`src/rtl/disp_hex_pair_pkg.sv`:
```
// Shared segment constants and the hex glyph table for the two-digit display.
// Segment bits are {g,f,e,d,c,b,a}, active-low, so a 0 lights the segment.
package disp_hex_pair_pkg;

    localparam int SEG_W = 7;
    localparam int NIBBLE_W = 4;
    localparam int BYTE_W = 8;

    typedef logic [SEG_W-1:0] seg_t;
    typedef logic [NIBBLE_W-1:0] nibble_t;

    localparam seg_t SEG_BLANK = 7'h7F;
    localparam seg_t SEG_MINUS = 7'h3F;

    // Packed so that index 0 is the rightmost entry: glyphs for F down to 0.
    localparam logic [15:0][SEG_W-1:0] HEX_GLYPH = {
        7'h0E, 7'h06, 7'h21, 7'h46, 7'h03, 7'h08, 7'h10, 7'h00,
        7'h78, 7'h02, 7'h12, 7'h19, 7'h30, 7'h24, 7'h79, 7'h40
    };

    function automatic seg_t blankOr(input logic forceBlank, input seg_t seg);
        return forceBlank ? SEG_BLANK : seg;
    endfunction

endpackage

```
`src/rtl/disp_hex_pair_sseg.sv`:
```
// Combinational nibble-to-seven-segment encoder for one hex digit.
module hex_to_sseg
    import disp_hex_pair_pkg::*;
(
    input  logic [NIBBLE_W-1:0] nibble_i,
    output logic [SEG_W-1:0]    seg_o
);

    always_comb begin
        seg_o = HEX_GLYPH[nibble_i];
    end

endmodule

```
`src/rtl/disp_hex_pair.sv`:
```
// Two-digit hex display driver: holds a byte and registers both digit patterns.
// Both outputs come straight from flops, so they change only on a clock edge.
module disp_hex_pair
    import disp_hex_pair_pkg::*;
#(
    parameter bit BLANK_LZ = 1'b0
) (
    input  logic              clk,
    input  logic              rst_n,
    input  logic [BYTE_W-1:0] data_in,
    input  logic              load,
    input  logic              blank,
    output logic [SEG_W-1:0]  disp0,
    output logic [SEG_W-1:0]  disp1
);

    logic [BYTE_W-1:0] data_q, data_d;
    logic [SEG_W-1:0]  disp0_q, disp0_d;
    logic [SEG_W-1:0]  disp1_q, disp1_d;
    logic [BYTE_W-1:0] shown;
    logic [SEG_W-1:0]  segLow, segHigh;
    logic              highIsZero;

    // A byte being loaded this edge is shown immediately, giving one cycle of latency.
    always_comb begin
        data_d = data_q;
        shown  = data_q;
        if (load) begin
            data_d = data_in;
            shown  = data_in;
        end
    end

    hex_to_sseg u_encLow (
        .nibble_i (shown[3:0]),
        .seg_o    (segLow)
    );

    hex_to_sseg u_encHigh (
        .nibble_i (shown[7:4]),
        .seg_o    (segHigh)
    );

    always_comb begin
        highIsZero = (shown[7:4] == 4'h0);
        disp0_d    = blankOr(blank, segLow);
        disp1_d    = blankOr(blank || (BLANK_LZ && highIsZero), segHigh);
    end

    always_ff @(posedge clk) begin
        if (!rst_n) begin
            data_q  <= '0;
            disp0_q <= SEG_BLANK;
            disp1_q <= SEG_BLANK;
        end else begin
            data_q  <= data_d;
            disp0_q <= disp0_d;
            disp1_q <= disp1_d;
        end
    end

    assign disp0 = disp0_q;
    assign disp1 = disp1_q;

endmodule

```
`config.mk`:
```
export PLATFORM = sky130hd
export DESIGN_NAME = disp_hex_pair
export DESIGN_NICKNAME = d
export VERILOG_FILES = /design/src/rtl/disp_hex_pair_pkg.sv /design/src/rtl/disp_hex_pair_sseg.sv /design/src/rtl/disp_hex_pair.sv
export SDC_FILE = /design/constraint.sdc
export NUM_CORES = 1
export LEC_CHECK = 0
export BUFFER_PORTS_ARGS = -buffer_cell sky130_fd_sc_hd__buf_4
export CAP_MARGIN = 30
export CORE_ASPECT_RATIO = 0.8
export CORE_MARGIN = 2
export CORE_UTILIZATION = 53
export DETAILED_ROUTE_END_ITERATION = 16
export PLACE_DENSITY = 0.79
export SLEW_MARGIN = 0
export SYNTH_ARGS = -nofsm -noshare
export SYNTH_HDL_FRONTEND = slang
export SYNTH_HIERARCHICAL = 1
export SYNTH_SLANG_ARGS = --single-unit
```
`constraint.sdc`:
```
create_clock -name clk -period 2.2 [get_ports clk]
set_input_delay 0.44 -clock clk [delete_from_list [all_inputs] [get_ports clk]]
set_output_delay 0.44 -clock clk [all_outputs]
set_load 0.03 [all_outputs]
```
======== Word level (Yosys, flattened, before mapping) ========
Memory sizes are Yosys's and may differ from the RTL's. A register that Yosys moved wholly into a read port is not among the register bits.
Index checks and enable logic that the tools add are counted.
Widths: inputs -> output; s select.
cells by class
  mux-type cells .......................... 1
  bitwise operators ....................... 1
  reduce and logical (&&, ||, !) cells .... 1
operators with widths
  kind             number
  $mux 8           1
  $reduce_or 2->1  1
  $not 1->1        1
storage, ports and cells
  logic and storage cells ................. 6
  register bits after elaboration ......... 8
  input port bits ......................... 12
  memories kept ........................... 2
  output and inout bits ................... 14
  ROM bits ................................ 224
memories
  name             depth  bits a word  read ports  clocked after Yosys merged registers in  write ports  line                      text
  (no name shown)  16     7            1           1                                        0            disp_hex_pair_sseg.sv:10  seg_o = HEX_GLYPH[nibble_i];
  (no name shown)  16     7            1           1                                        0            disp_hex_pair_sseg.sv:10

======== Depth between registers and ports, before layout ========
  depth in word-level cells ............... 2
  mapped depth ............................ 8
  depth with buffers taken out ............ 7

======== Hierarchy ========
The synthesis kept the hierarchy.
by module, submodules not included
  module         area each (µm²)  cells an instance  sequential area each (µm²)  instances
  disp_hex_pair  725.7            55                 440.4                       1
  hex_to_sseg    275.3            32                 0.0                         2

======== Worst setup path before layout ========
OpenSTA, ideal clock, no wires.
  path kind ............................... input to register
  start ................................... input port load
  end ..................................... register disp0_q[0], in the netlist disp0[0]
  path buffers ............................ 1
  library setup time ...................... 0.060 ns
  required time ........................... 2.140 ns
  data arrival time ....................... 1.917 ns
  stages on the path ...................... 8
  path slack .............................. 0.223 ns
  cell sequence ........................... buf_6 mux2_4 inv_1 ha_1 and2b_2 or3b_1 o21ai_0 nand2b_1
on the way
  longest elaborated chain between the ends .. 1
ends and longest elaborated chain
  what             line                 text
  start, declared  disp_hex_pair.sv:11  input logic load,
  $mux 8           disp_hex_pair.sv:28  if (load) begin
  end, declared    disp_hex_pair.sv:18  logic [SEG_W-1:0] disp0_q, disp0_d;
No other way between the ends.
A chain may end at the register's enable or synchronous reset.

======== Worst setup path in the final report ========
  start ................................... input port load
  end ..................................... register disp1_q[0], in the netlist disp1[0]
on the way
  longest elaborated chain between the ends .. 1
ends and longest elaborated chain
  what           line                 text
  $mux 8         disp_hex_pair.sv:28
  end, declared  disp_hex_pair.sv:19  logic [SEG_W-1:0] disp1_q, disp1_d;
No other way between the ends.

==> impl_metrics.csv <==
group,metric,value,unit
outcome,status,"finished, violations left",
outcome,violations,"DRC",
global_route,grt_max_degree,15,
synth,yosysWarnings,6,
clocking,holdBufCountCts,0,
floorplan,io_pins,26,
synth,syn_nets,145,
job,maxCapViolCount,0,
worst_setup_path,worst-path-max-fanout,8,
synth,syn_inst,119,
worst_hold_path,hold_depth,2,
worst_setup_path,cp-start-kind,"input port",
worst_hold_path,hp-class,"input port to register",
timing,fin_crit,1.819,ns
worst_setup_path,cp.arrival,2.06,ns
timing,tns,0,ns
worst_setup_path,rr_worst_depth,7,
synth,yosysUniqueCellTypes,22,
finish,design_area,1499,sq um
floorplan,die-area,2819,sq um
finish,multi_input_area,764.5,sq um
finish,drive_gt1_share,29.58,%
floorplan,initial_core_util,57.63,%
detailed_routing,wl,1.986,mm
global_route,first_global_vias,757,
finish,final_util,67.68,%
floorplan,die_w,58.87,microns
place,place_hpwl,1.490,mm
detailed_routing,vias,835,
clocking,postCtsSetupRepairBufs,0,
timing,slew_violations,0,
global_route,antenna_found_initial,0,
worst_setup_path,crit_type,"input port to register",
timing,finClkSkew,0.002171,ns
clocking,clock_sinks,22,
worst_setup_path,crit_chain,"buf_4 -> mux2_4 -> inv_1 -> ha_1 -> and2b_2 -> or3b_1 -> o21ai_0 -> nand2b_1",
place,numPortBuffers,25,
finish,synthToLayoutAreaGrowth,17.45,%
timing,min_period_over_period,82.67,%
floorplan,die_y,47.89,microns
worst_setup_path,cp.required,2.45,ns
power,vdd_ir_drop_max,0.0004647,V
detailed_routing,via_per_inst,5.000,
synth,syn_area,1276,sq um
floorplan,core,2215,sq um
timing,worstMarginPinSlew,0.4399,ns
detailed_routing,first_pass_iters,10,
clocking,cts.repair.resized,0,
detailed_routing,drc,5,
detailed_routing,wl_per_cell,11.89,microns
timing,timing.slew.headroom,70.68,%
timing,finalHoldViolations,0,
clocking,insertion_delay,0.30,ns
finish,fillCellCount,183,
clocking,cts_max_level,1,
timing,fmax,549.8,MHz
place,placed_area,1446,sq um
synth,synth_seq_cells,22,
detailed_routing,drt.antenna.violating_nets,0,
global_route,grt_overflow,0,
finish,regArea,440.4,sq um
finish,diodes,0,
clocking,cts_tree,"built",
clocking,clockBufferDepth,2,
power,power_density,664.7,nW/um^2
detailed_routing,drt-initial-drc-count,11,
synth,seq_area_frac_synth,34.51,%
timing,setup_viol,0,
worst_setup_path,end_kind,"register",
clocking,cts_buffers,3,
finish,nets,169,
synth,avgSynthCellArea,10.72,sq um
global_route,grt_pass1_wl,3.339,mm
place,finalWeightedCongestion,0.8399,
clocking,cts.clk_slew.worst_paths,0.12,ns
power,power_leakage,0.7060,nW
clocking,root_buffer,"clkbuf_4",
floorplan,rows,15,
global_route,grt.total_usage,15.96,%
worst_setup_path,cp_slowest_cell,"or3b_1",
timing,rsz0062_at_grt,"no",
worst_setup_path,critical-path-max-stage-delay,0.36,ns
-- worst max-delay path: cells and delay by family --
kind / cells / cell delay (ns)
buf+inv: 2 / 0.31
mux: 1 / 0.35
simple gates: 3 / 0.70
fa+ha+maj: 1 / 0.20
compound gates: 1 / 0.06
-- logic make-up after synthesis --
logic type	share of synthesized area [%]
fa+ha+maj	13.73
flops	34.51
compound gates	6.667
buf+inv	5.588
simple gates	17.94
mux	21.57
-- sequential cells by signal (all words and copies together) (netlist names) --
signal	flops
data_q	8
disp0	7
disp1	7
-- through the flow --
stage | std cells | hold slack [ns] | power [mW] | worst slack (ns)
global placement | 163 | 0.6191 | 0.6995 | 0.1215
global route | 167 | 0.3890 | 1.056 | 0.3028
floorplan | 119 | 0.5536 | 0.6437 | 0.2235
CTS | 167 | 0.3944 | 1.007 | 0.3844
finish | 167 | 0.4012 | 0.9964 | 0.3813
detailed placement | 163 | 0.6202 | 0.7061 | 0.06117
-- report_power, final --
group          internal [mW]  total, mW  leakage (nW)  switching, mW
sequential             0.425      0.433         0.182        0.00718
combinational          0.128      0.265         0.496          0.137
clock                  0.184      0.299        0.0279          0.115
-- synth_stat cells --
master | instances | area, sq um
dfxtp_1 | 22 | 440.4
buf_2 | 3 | 15.01
nand2b_1 | 13 | 81.33
mux4_1 | 2 | 52.55
inv_1 | 6 | 22.52
and2b_2 | 2 | 17.52
mux2_2 | 2 | 22.52
nand2_1 | 2 | 7.510
a21oi_1 | 2 | 10.01
or2b_1 | 1 | 7.510
mux2_4 | 8 | 120.1
buf_6 | 3 | 33.78
mux2i_1 | 8 | 80.08
o21ai_0 | 4 | 20.02
nor2_1 | 10 | 37.54
or3b_1 | 2 | 17.52
and2b_1 | 1 | 7.510
ha_1 | 14 | 175.2
a22o_1 | 4 | 35.03
and2_1 | 7 | 43.79
and2_4 | 1 | 8.760
a32o_1 | 2 | 20.02
-- cell usage in the layout (no fill, tap or decap), types with 2 or more instances in the layout --
master,instances
a21oi_1,2
a22o_1,4
a32o_1,2
and2_1,7
and2b_2,2
buf_4,25
clkbuf_4,3
dfxtp_1,22
ha_1,14
inv_1,6
mux2_2,2
mux2_4,8
mux2i_1,8
mux4_1,2
nand2_1,2
nand2b_1,13
nor2_1,10
o21ai_0,4
or3b_1,2
-- layout make-up --
cell class                      count  area share, %
Multi-Input combinational cell     85          51.00
Sequential cell                    22          29.38
Inverter                            6          1.503
Clock inverter                      1          2.003
Clock buffer                        3          1.503
Tap cell                           25          2.087
Timing Repair Buffer               25          12.52
-- final timing paths --
kind,start,end,slack (ns)
hold / removal,rst_n,data_q[7],0.40
setup reg to reg,data_q[5],disp1[0],0.43
setup / recovery,load,disp1[0],0.38
hold reg to reg,data_q[1],data_q[1],0.65
-- layer usage --
| metal | up-vias | part of all wire [%] | track usage (%) | wire (microns) |
|---|---|---|---|---|
| met3 | 2 | 6.9 | 5.676 | 137 |
| met4 | 0 | 0.65 | 2.727 | 13 |
| li1 | 446 | - | - | - |
| met1 | 360 | 51 | 20.68 | 1017 |
| met5 | - | 0 | 0 | 0 |
| met2 | 27 | 41 | 26.44 | 817 |
Power figures use the tool's default switching activity.
